**src/rtl/npuzzle_move_engine.sv**
```systemverilog
// Sequential ROWS x COLS sliding-puzzle move engine: serial blank scan after load, one-cycle move execution.
// Optional macro NPUZZLE_NO_BACKTRACK_EN rejects a move that exactly undoes the previous legal move.
module npuzzle_move_engine #(
  parameter int ROWS  = 3,
  parameter int COLS  = 3,
  parameter int TW    = 4,
  parameter int CNT_W = 16,
  localparam int N  = ROWS * COLS,
  localparam int PW = $clog2(N),
  localparam int BW = N * TW
) (
  input  logic             clk,
  input  logic             rst,
  input  logic             load_valid,
  input  logic [BW-1:0]    load_board,
  input  logic             cmd_valid,
  output logic             cmd_ready,
  input  logic [1:0]       cmd_dir,
  output logic [BW-1:0]    board,
  output logic [PW-1:0]    blank_pos,
  output logic             rsp_valid,
  output logic             rsp_legal,
  output logic [CNT_W-1:0] move_count,
  output logic             solved,
  output logic             load_err,
  output logic             busy
);

  typedef enum logic [2:0] {S_IDLE, S_SCAN, S_READY, S_EXEC, S_ERR} state_t;

  state_t           state_q, state_d;
  logic [TW-1:0]    cells_q [N];
  logic [TW-1:0]    cells_d [N];
  logic [TW-1:0]    load_cells [N];
  logic [PW-1:0]    blank_pos_q, blank_pos_d;
  logic [PW-1:0]    scan_idx_q, scan_idx_d;
  logic [1:0]       dir_q, dir_d;
  logic             rsp_valid_q, rsp_valid_d;
  logic             rsp_legal_q, rsp_legal_d;
  logic [CNT_W-1:0] move_count_q, move_count_d;
  logic             load_err_q, load_err_d;
`ifdef NPUZZLE_NO_BACKTRACK_EN
  logic [1:0]       last_dir_q, last_dir_d;
  logic             last_vld_q, last_vld_d;
`endif

  // Per-cell legality is fixed at elaboration, so no runtime mod/div by COLS is needed.
  logic [N-1:0] ok_up, ok_dn, ok_lf, ok_rt, solved_vec;

  genvar gi;
  generate
    for (gi = 0; gi < N; gi++) begin : g_cell
      assign ok_up[gi] = (gi >= COLS);
      assign ok_dn[gi] = (gi < N - COLS);
      assign ok_lf[gi] = ((gi % COLS) != 0);
      assign ok_rt[gi] = ((gi % COLS) != COLS - 1);
      assign load_cells[gi] = load_board[BW-1-gi*TW -: TW];
      assign board[BW-1-gi*TW -: TW] = cells_q[gi];
      if (gi == N - 1) begin : g_last
        assign solved_vec[gi] = (cells_q[gi] == '0);
      end else begin : g_mid
        assign solved_vec[gi] = (cells_q[gi] == TW'(gi + 1));
      end
    end
  endgenerate

  logic          move_ok;
  logic [PW-1:0] tgt;

  always_comb begin
    move_ok = 1'b0;
    tgt     = blank_pos_q;
    case (dir_q)
      2'b00: begin move_ok = ok_up[blank_pos_q]; tgt = blank_pos_q - PW'(COLS); end
      2'b01: begin move_ok = ok_dn[blank_pos_q]; tgt = blank_pos_q + PW'(COLS); end
      2'b10: begin move_ok = ok_lf[blank_pos_q]; tgt = blank_pos_q - PW'(1);    end
      default: begin move_ok = ok_rt[blank_pos_q]; tgt = blank_pos_q + PW'(1);  end
    endcase
`ifdef NPUZZLE_NO_BACKTRACK_EN
    // Inverse direction differs only in bit 0 (up/down, left/right).
    if (last_vld_q && (dir_q == {last_dir_q[1], ~last_dir_q[0]})) move_ok = 1'b0;
`endif
  end

  always_comb begin
    state_d      = state_q;
    cells_d      = cells_q;
    blank_pos_d  = blank_pos_q;
    scan_idx_d   = scan_idx_q;
    dir_d        = dir_q;
    rsp_valid_d  = 1'b0;
    rsp_legal_d  = rsp_legal_q;
    move_count_d = move_count_q;
    load_err_d   = load_err_q;
`ifdef NPUZZLE_NO_BACKTRACK_EN
    last_dir_d   = last_dir_q;
    last_vld_d   = last_vld_q;
`endif
    case (state_q)
      S_IDLE, S_READY, S_ERR: begin
        if (load_valid) begin
          cells_d      = load_cells;
          move_count_d = '0;
          load_err_d   = 1'b0;
          scan_idx_d   = '0;
          state_d      = S_SCAN;
`ifdef NPUZZLE_NO_BACKTRACK_EN
          last_vld_d   = 1'b0;
`endif
        end else if (state_q == S_READY && cmd_valid) begin
          dir_d   = cmd_dir;
          state_d = S_EXEC;
        end
      end
      S_SCAN: begin
        if (cells_q[scan_idx_q] == '0) begin
          blank_pos_d = scan_idx_q;
          state_d     = S_READY;
        end else if (scan_idx_q == PW'(N - 1)) begin
          load_err_d = 1'b1;
          state_d    = S_ERR;
        end else begin
          scan_idx_d = scan_idx_q + PW'(1);
        end
      end
      S_EXEC: begin
        rsp_valid_d = 1'b1;
        rsp_legal_d = move_ok;
        state_d     = S_READY;
        if (move_ok) begin
          cells_d[blank_pos_q] = cells_q[tgt];
          cells_d[tgt]         = '0;
          blank_pos_d          = tgt;
          if (move_count_q != '1) move_count_d = move_count_q + CNT_W'(1);
`ifdef NPUZZLE_NO_BACKTRACK_EN
          last_dir_d = dir_q;
          last_vld_d = 1'b1;
`endif
        end
      end
      default: state_d = S_IDLE;
    endcase
  end

  always_ff @(posedge clk or posedge rst) begin
    if (rst) begin
      state_q      <= S_IDLE;
      cells_q      <= '{default: '0};
      blank_pos_q  <= '0;
      scan_idx_q   <= '0;
      dir_q        <= '0;
      rsp_valid_q  <= 1'b0;
      rsp_legal_q  <= 1'b0;
      move_count_q <= '0;
      load_err_q   <= 1'b0;
`ifdef NPUZZLE_NO_BACKTRACK_EN
      last_dir_q   <= '0;
      last_vld_q   <= 1'b0;
`endif
    end else begin
      state_q      <= state_d;
      cells_q      <= cells_d;
      blank_pos_q  <= blank_pos_d;
      scan_idx_q   <= scan_idx_d;
      dir_q        <= dir_d;
      rsp_valid_q  <= rsp_valid_d;
      rsp_legal_q  <= rsp_legal_d;
      move_count_q <= move_count_d;
      load_err_q   <= load_err_d;
`ifdef NPUZZLE_NO_BACKTRACK_EN
      last_dir_q   <= last_dir_d;
      last_vld_q   <= last_vld_d;
`endif
    end
  end

  assign cmd_ready  = (state_q == S_READY) && !load_valid;
  assign busy       = (state_q == S_SCAN) || (state_q == S_EXEC);
  assign blank_pos  = blank_pos_q;
  assign rsp_valid  = rsp_valid_q;
  assign rsp_legal  = rsp_legal_q;
  assign move_count = move_count_q;
  assign load_err   = load_err_q;
  assign solved     = &solved_vec;

endmodule

```
**config.mk**
```make
export PLATFORM = sky130hd
export DESIGN_NAME = npuzzle_move_engine
export DESIGN_NICKNAME = d
export VERILOG_FILES = /design/src/rtl/npuzzle_move_engine.sv
export SDC_FILE = /design/constraint.sdc
export NUM_CORES = 1
export LEC_CHECK = 0
export BUFFER_PORTS_ARGS = -buffer_cell sky130_fd_sc_hd__buf_2
export CORE_MARGIN = 2
export CORE_UTILIZATION = 60
export CTS_BUF_LIST = sky130_fd_sc_hd__clkbuf_8
export DETAILED_ROUTE_END_ITERATION = 10
export PLACE_DENSITY = 0.87
export SLEW_MARGIN = 10
export SYNTH_ARGS = -nofsm -noshare
export SYNTH_HDL_FRONTEND = slang
export SYNTH_SLANG_ARGS = --single-unit
export TNS_END_PERCENT = 1
```
**constraint.sdc**
```tcl
create_clock -name clk -period 10.32 [get_ports clk]
set_clock_uncertainty 0.2 [all_clocks]
set_input_delay 0.516 -clock clk [delete_from_list [all_inputs] [get_ports clk]]
set_output_delay 0.516 -clock clk [all_outputs]
set_load 0.005 [all_outputs]
```
==> impl_metrics.yaml, run 1 <==
critical_path:
  arrival_ns: 4.19
  crit_fanout: 20
  required_ns: 10.41
  crit_type: "reg2reg"
  endpoint_kind: "register"
  setup.worst_path.start_class: "register"
yosys:
  yosys_register_bits: 68
  syn_area_um2: 4530
  synthTopCellsByArea: "dfrtp_1, nand2_1, ha_1"
  synth_common_cells: "dfrtp_1, nand2_1, o21ai_0"
  seq_area_frac_synth_pct: 37.6
  yosys_warnings: 0
  avgSynthCellArea_um2: 9.42
  syn_nets: 541
  yosysTopAreaCellShare_pct: 37.6
  synth-edff-count: 0
  ys.flop_type: "dfrtp_1"
  async_reset_ff_share_pct: 100
  yosysTopAreaCell: "dfrtp_1"
  post-synth-top-count-cell: "dfrtp_1"
  ys_types: 71
  syn_inst: 481
sta:
  maxSlewViolCount: 0
  worst_slew_pin_slew_ns: 1.10
  setup_violations: 0
  rsz0062_at_grt: "no"
  period_needed_ns: 4.10
  hold_viol: 0
  fmax_mhz: 244
  finalSetupTns_ns: 0
  slew_headroom_pct: 26.5
  fin_crit_sh_pct: 39.7
route:
  totalWireLength_mm: 13.5
  num_vias: 4584
  routedWlPerCell_um: 20.0
  drtIter0Drc: 533
  vias_per_cell: 6.78
  dr.pass1.iters: 6
  antenna_left: 0
  drc_errors: 0
placement:
  hpwl_mm: 9.87
  gp_congestion: 0.960
  io_buffer_count: 103
  dpl_cell_area_um2: 5070
global_route:
  grt_usage_pct: 33.5
  overflow: 0
  antenna_found_initial: 0
  grt_pass1_vias: 4258
  grt_pass1_wl_mm: 21.8
  grt_max_degree: 69
floorplan:
  die_w_um: 90.9
  fp-row-count: 31
  core_area_um2: 7290
  die_h_um: 90.9
  io_pins: 104
  die_area_um2: 8260
  initial_core_util_pct: 62.1
finish:
  nets: 632
  finish.instance_area_um2: 5260
  area_growth_pct: 16.2
  n_antenna_cell: 0
  drive_above_1_share_pct: 27.6
  utilization_pct: 72.2
  seq_area_um2: 1700
  nFillCells: 586
  multi_input_area_um2: 2630
clock_tree:
  cts_tree: "built"
  worstSkewPairLatency_ns: 0.35
  clock-root-buffer: "clkbuf_8"
  ctsHoldBuffers: 0
  cts_htree_levels: 3
  clock_sink_count: 68
  cts_buffer_depth: 2
  numCtsBuffers: 9
  clkTransAtPathRegs_ns: 0.08
  postCtsSetupRepairBufs: 0
  post_cts_resized: 0
worst_hold_path:
  holdCritPathClass: "in2reg"
pwr:
  irDropWorstVdd_uv: 361
  seqPwrFrac_pct: 27.7
  intPower_uw: 909
  p_sw_uw: 940
  switching_share_pct: 50.8
  clockPowerShare_pct: 12.0
  power_frac_comb_pct: 60.2
  p_per_area_nw_per_um2: 351
  p_leak_uw: 0.00236
  power_uw: 1850
status:
  status: "completed"
run:
  max_cap_viol_count: 0
==> path summary, 6_finish.rpt <==
path / start / end / slack [ns] / cells past startpoint
setup / recovery: blank_pos[0] / board[8] / 6.22 / 8
hold / removal: load_board[29] / board[29] / 0.18 / 3
setup reg to reg: blank_pos[0] / board[8] / 6.22 / 8
hold reg to reg: load_err / load_err / 0.29 / 2
max in group asynchronous: rst / board[30] / 9.16 / 3
min in group asynchronous: rst / state_q[1] / 0.21 / 3
==> cell type report <==
type                    count  share of cell area [%]
multi-input cells         365                    50.0
clock buffers               9                    2.35
flip-flops and latches     68                    32.3
clock inverters             7                    1.28
inverters                  24                    1.71
well taps                  99                    2.35
repair buffers            104                    9.94
==> state kept, by name, indices dropped and copies added, names as in the netlist <==
name,cells
board,36
move_count,16
blank_pos,4
scan_idx_q,4
state_q,3
dir_q,2
load_err,1
rsp_legal,1
rsp_valid,1
==> power by group through the flow <==
stage | Combinational [uW] | Clock (uW) | Sequential (uW)
final | 1110 | 222 | 513
after global routing | 1190 | 234 | 524
after CTS | 1090 | 221 | 505
after detailed placement | 1080 | 0 | 509
after global placement | 1050 | 0 | 501
after floorplan | 812 | 0 | 454
==> stage by stage <==
step | setup slack [ns] | cells | hold WS [ns]
2_1_floorplan | 6.77 | 481 | 0.270
3_3_place_gp | 6.49 | 660 | 0.264
3_5_place_dp | 6.31 | 660 | 0.271
4_1_cts | 6.30 | 676 | 0.178
5_1_grt | 5.94 | 676 | 0.190
6_report | 6.22 | 676 | 0.179
==> cell families after synthesis <==
logic type               count (synthesis)  share of synthesized area [%]
AND/OR/NAND/NOR                        176                           19.3
AO/OA/AOI/OAI                          134                           22.9
flip-flops                              68                           37.6
buffers and inverters                   48                           4.50
multiplexers                            25                           8.09
adder cells (fa/ha/maj)                 18                           5.14
XOR/XNOR                                12                           2.49
==> per-layer routing <==
metal	GRT usage [%]	share of wire (%)
met1	47.1	40
met2	51.6	45
met3	5.43	11
met4	14.8	4.5
met5	0	0
==> worst max-delay path, stage by stage (launching register included) <==
cell and delay (ns):
dfrtp_1 0.92, inv_1 0.29, fa_1 0.54, xor2_1 0.89, and3_1 0.33, nand2_1 0.08, mux2_2 0.36, nor3_1 0.26
a221o_1 0.15
==> cells in the final DEF (no fill, tap or decap), types with 7 or more instances in the layout <==
cell type,Yosys,routed
or3_1,7,7
nor4_1,8,8
a221o_1,16,16
nor3_1,18,18
o21ai_0,25,25
mux2i_1,10,10
ha_1,17,17
a31oi_1,12,12
inv_1,22,22
a32oi_1,7,7
a21oi_1,15,15
mux4_2,8,8
nand3_1,11,11
or4_1,7,7
xnor2_1,9,9
nor2_1,23,22
buf_2,7,103
dfrtp_1,68,68
nand4_1,7,7
clkbuf_8,0,9
o211ai_1,10,10
nand2_1,64,64
(Power assumes the default switching activity.)
==> inputs of run 2 (changes only) <==
--- a/config.mk
+++ b/config.mk
@@ -7,10 +7,10 @@
 export LEC_CHECK = 0
 export BUFFER_PORTS_ARGS = -buffer_cell sky130_fd_sc_hd__buf_2
 export CORE_MARGIN = 2
-export CORE_UTILIZATION = 60
+export CORE_UTILIZATION = 51
 export CTS_BUF_LIST = sky130_fd_sc_hd__clkbuf_8
 export DETAILED_ROUTE_END_ITERATION = 10
-export PLACE_DENSITY = 0.87
+export PLACE_DENSITY = 0.79
 export SLEW_MARGIN = 10
 export SYNTH_ARGS = -nofsm -noshare
 export SYNTH_HDL_FRONTEND = slang
==> constraint.sdc (replaced) <==
create_clock -name clk -period 3.4 [get_ports clk]
set_clock_uncertainty 0.2 [all_clocks]
set_input_delay 0.17 -clock clk [delete_from_list [all_inputs] [get_ports clk]]
set_output_delay 0.17 -clock clk [all_outputs]
set_load 0.005 [all_outputs]
==> run 2 against run 1 <==
Against the previous run: design area rose by 12%; combinational power rose to 3.3 times the previous value; largest power group unchanged; critical path depth rose by 2; die area rose by 17%; clock-buffer cell count rose by 2; clock power rose to 3.9 times the previous value; via count rose by 4.8%; core utilization fell by 4.5 points; register-to-register slack got worse by 6.1 ns; worst hold slack improved by 0.12 ns; cell count rose by 9.3%.
==> impl_metrics.yaml, run 2 (synthesis results as in run 1) <==
sta:
  rsz0062_at_grt: "no"
  setup_slack_ns: 0.137
  worst_slew_pin_slew_ns: 0.927
  hold_viol: 0
  setup_violations: 0
  period_needed_ns: 3.26
  slew_headroom_pct: 38.1
  fmax_mhz: 306
  fin_crit_sh_pct: 96.0
  finalSetupTns_ns: 0
  maxSlewViolCount: 0
placement:
  dpl_cell_area_um2: 5170
  io_buffer_count: 103
  gp_congestion: 0.967
  dpl_worst_slack_ns: 0.158
  hpwl_mm: 10.1
floorplan:
  die_w_um: 98.2
  fp-row-count: 34
  die_h_um: 98.2
  core_area_um2: 8680
  initial_core_util_pct: 52.2
  io_pins: 104
  die_area_um2: 9650
pwr:
  irDropWorstVdd_uv: 607
  clockPowerShare_pct: 14.4
  p_per_area_nw_per_um2: 1040
  p_sw_uw: 2940
  power_frac_comb_pct: 60.8
  intPower_uw: 3150
  switching_share_pct: 48.3
  seqPwrFrac_pct: 24.8
  power_uw: 6090
  p_leak_uw: 0.00263
status:
  status: "completed"
finish:
  finish.instance_area_um2: 5870
  nets: 686
  final_cell_mix: "buf_2, dfrtp_1, nand2_1, dlygate4sd3_1, o21ai_0"
  n_antenna_cell: 0
  drive_above_1_share_pct: 27.4
  area_growth_pct: 29.6
  final_common_cell: "buf_2"
  largest_register_ffs: 36
  utilization_pct: 67.6
route:
  num_vias: 4805
  routedWlPerCell_um: 19.6
  antenna_left: 0
  totalWireLength_mm: 14.5
  vias_per_cell: 6.50
  drc_errors: 0
  dr.pass1.iters: 5
  drtIter0Drc: 533
global_route:
  grt_pass1_vias: 4617
  grt_usage_pct: 30.4
  overflow: 0
  grt_pass1_wl_mm: 23.5
  antenna_found_initial: 0
  grt_max_degree: 54
clock_tree:
  cts_buffer_depth: 2
  clock-root-buffer: "clkbuf_8"
  numCtsBuffers: 9
  clkTransAtPathRegs_ns: 0.08
  postCtsSetupRepairBufs: 0
  cts_tree: "built"
  cts_htree_levels: 3
  worstSkewPairLatency_ns: 0.36
  clock_sink_count: 68
critical_path:
  slowest_stage: "fa_1"
  endpoint_kind: "register"
  setup.worst_path.start_class: "register"
  crit_type: "reg2reg"
  crit_start: "dir_q[1]"
  crit_family: "adder cells"
  cp_slowest_stage_delay_ns: 0.58
  crit_chain: "inv_1 -> ha_1 -> inv_1 -> fa_1 -> buf_4 -> and3_1 -> and2_1 -> o221ai_2 -> nor2_1 -> a221o_1"
  required_ns: 3.44
  crit-reg2reg-launch: "dir_q[1]"
  arrival_ns: 3.30
  crit_fanout: 9
  critPathBufInv: 3
  cp_common_cell: "inv_1"
worst_hold_path:
  worstHoldStart: "rsp_legal"
  holdCritPathClass: "reg2reg"
run:
  max_cap_viol_count: 0
## run 2: path summary, 6_finish.rpt
| check | endpoint | slack [ns] | depth (start not counted) |
|---|---|---|---|
| setup / recovery | board[31] | 0.14 | 10 |
| hold reg to reg | rsp_legal | 0.30 | 2 |
| hold / removal | rsp_legal | 0.30 | 2 |
| min in group asynchronous | load_err | 0.33 | 3 |
| max in group asynchronous | board[27] | 1.92 | 4 |
| setup reg to reg | board[31] | 0.14 | 10 |
## run 2: area by class of cell
class / count / area (um2)
Fill cell: 664 / 2810
Multi-Input combinational cell: 365 / 2650
Sequential cell: 68 / 1700
Timing Repair Buffer: 158 / 1030
Clock buffer: 11 / 151
Tap cell: 108 / 135
Clock inverter: 5 / 106
Inverter: 24 / 91.3
## run 2: layer usage
layer,track usage (%),routed length [um],vias up
met5,0,0,-
met4,11.6,537,0
li1,-,-,2117
met2,48.6,6640,350
met1,40.6,5780,2269
met3,7.02,1560,69
## run 2: worst register-to-register path, stage by stage (launching register included)
cell and delay, ns:
dfrtp_1 0.40, inv_1 0.08, ha_1 0.30, inv_1 0.06, fa_1 0.58, buf_4 0.23, and3_1 0.18, and2_1 0.18
o221ai_2 0.50, nor2_1 0.11, a221o_1 0.34
## run 2: power groups by stage
stage	Clock (uW)	Combinational [uW]	Sequential [uW]
2_1_floorplan	0	2470	1380
3_3_place_gp	0	3390	1480
3_5_place_dp	0	3480	1490
4_1_cts	877	3540	1480
5_1_grt	909	3980	1540
6_report	875	3700	1510
## run 2: timing repair
| item | in CTS | in global routing |
|---|---|---|
| setup endpoints to repair | 0 | 20 |
| gates resized for setup | 0 | 2 |
| hold buffers | 42 | 0 |
| endpoints found under the hold margin | 92 | 0 |
## run 2: stage by stage
stage,hold WS (ns),cells
4_1_cts,0.298,739
3_5_place_dp,0.190,681
2_1_floorplan,0.0926,481
5_1_grt,0.318,739
6_report,0.296,739
3_3_place_gp,0.181,681
==> inputs of run 3 (changes only) <==
--- a/config.mk
+++ b/config.mk
@@ -11,6 +11,8 @@
 export CTS_BUF_LIST = sky130_fd_sc_hd__clkbuf_8
 export DETAILED_ROUTE_END_ITERATION = 10
 export PLACE_DENSITY = 0.79
+export RECOVER_POWER = 50
+export REMOVE_ABC_BUFFERS = 1
 export SLEW_MARGIN = 10
 export SYNTH_ARGS = -nofsm -noshare
 export SYNTH_HDL_FRONTEND = slang
==> run 3 against run 2 <==
Against the previous run: the run now ends with max-capacitance violations, max-slew violations left; wire length is 0.75% higher; cell count shrank 0.14%; sequential power hardly changed; die area stayed put; core utilization fell by 0.72 points; clock power fell by 8.6%; via count down 0.69%; combinational power about the same; largest cell class unchanged.
==> impl_metrics.yaml, run 3 (synthesis results as in run 1) <==
critical_path:
  crit_chain: "inv_1 -> ha_1 -> ha_1 -> a21o_1 -> a21oi_4 -> xnor2_1 -> o21ai_0 -> nor3_1 -> a221o_1"
  endpoint_kind: "register"
  slowest_stage: "o21ai_0"
  crit_fanout: 7
  setup.worst_path.start_class: "register"
  crit_type: "reg2reg"
  cp_slowest_stage_delay_ns: 0.66
  critPathBufInv: 1
  required_ns: 3.45
  cp_common_cell: "ha_1"
  crit_family: "compound AO/OA/AOI/OAI gates"
  arrival_ns: 3.26
finish:
  area_growth_pct: 28.2
  largest_register_ffs: 36
  final_cell_mix: "buf_2, dfrtp_1, nand2_1, dlygate4sd3_1, o21ai_0"
  final_common_cell: "buf_2"
  nets: 685
  finish.instance_area_um2: 5810
  n_antenna_cell: 0
  drive_above_1_share_pct: 23.2
  fin_cells: 738
sta:
  fin_crit_sh_pct: 94.5
  fmax_mhz: 311
  worst_slew_pin_slew_ns: 1.74
  setup_violations: 0
  worst_hold_slack_ns: 0.279
  slew_headroom_pct: -16.3
  finalSetupTns_ns: 0
  period_needed_ns: 3.21
  rsz0062_at_grt: "no"
  hold_viol: 0
  maxSlewViolCount: 69
route:
  routedWlPerCell_um: 19.8
  drtIter0Drc: 411
  totalWireLength_mm: 14.6
  drc_errors: 0
  dr.pass1.iters: 5
  num_vias: 4772
  antenna_left: 0
  vias_per_cell: 6.47
floorplan:
  die_w_um: 98.2
  initial_core_util_pct: 52.2
  die_h_um: 98.2
  die_area_um2: 9650
  io_pins: 104
  core_area_um2: 8680
  fp-row-count: 34
clock_tree:
  cts_htree_levels: 3
  clkTransAtPathRegs_ns: 0.09
  cts_tree: "built"
  numCtsBuffers: 9
  postCtsSetupRepairBufs: 0
  clock-root-buffer: "clkbuf_8"
  worstSkewPairLatency_ns: 0.36
  clock_sink_count: 68
  cts_buffer_depth: 2
pwr:
  p_per_area_nw_per_um2: 1040
  p_leak_uw: 0.00253
  irDropWorstVdd_uv: 873
run:
  max_cap_viol_count: 1
placement:
  gp_congestion: 1.04
  dpl_cell_area_um2: 5160
  dp_cells: 680
  hpwl_mm: 10.1
  io_buffer_count: 103
global_route:
  grt_max_degree: 69
  antenna_found_initial: 0
  overflow: 0
  grt_pass1_wl_mm: 23.6
  grt_pass1_vias: 4637
  grt_usage_pct: 30.4
worst_hold_path:
  holdCritPathClass: "reg2reg"
status:
  violations: "max-capacitance violations, max-slew violations"
  status: "finished with violations"
-- run 3: repair_timing --
item                                    4_1_cts  5_1_grt
hold endpoints to repair                    108        0
endpoints found under the setup margin        0       19
gates resized for setup                       0        2
hold buffers                                 42        0
-- run 3: area by class of cell --
class                      instances  area [um2]
clock buffer                      11         151
sequential                        68        1700
inverter                          24        90.1
tap                              108         135
clock inverter                     5        83.8
timing repair buffer             157         991
fill                             709        2870
multi-input combinational        365        2650
-- run 3: worst paths after layout --
path | cells past startpoint | start | endpoint | slack [ns]
min | 2 | load_err | load_err | 0.28
max reg2reg | 9 | dir_q[1] | board[11] | 0.19
min reg2reg | 2 | load_err | load_err | 0.28
min in group asynchronous | 4 | rst | move_count[13] | 0.78
max in group asynchronous | 4 | rst | board[2] | 1.19
max | 9 | dir_q[1] | board[11] | 0.19
-- run 3: worst min-delay path, delay by kind of cell (launching register included) --
kind               cells  cell delay (ns)
DFF                    1             0.34
AOI/OAI and AO/OA      1             0.06
and+or+nand+nor        1             0.04
-- run 3: metal layers --
| layer | vias to the layer above | GRT usage [%] | part of all wire [%] |
|---|---|---|---|
| met5 | - | 0 | 0 |
| met4 | 0 | 12.4 | 3.7 |
| met3 | 55 | 8.02 | 10 |
| met2 | 301 | 46.8 | 46 |
| met1 | 2303 | 41.0 | 40 |
| li1 | 2113 | - | - |
-- run 3: metrics by stage --
step	total power, uW	worst slack, ns	util (%)
after floorplan	3740	-0.00867	-
after global placement	4910	0.226	59.5
after detailed placement	5010	0.146	59.5
after CTS	5860	0.137	67.1
after global routing	6380	0.0120	66.9
final	6050	0.187	66.9
-- run 3: power breakdown --
part	internal (uW)	switching [uW]
clock network	455	345
logic	1510	2210
registers	1090	446
total	3050	3000
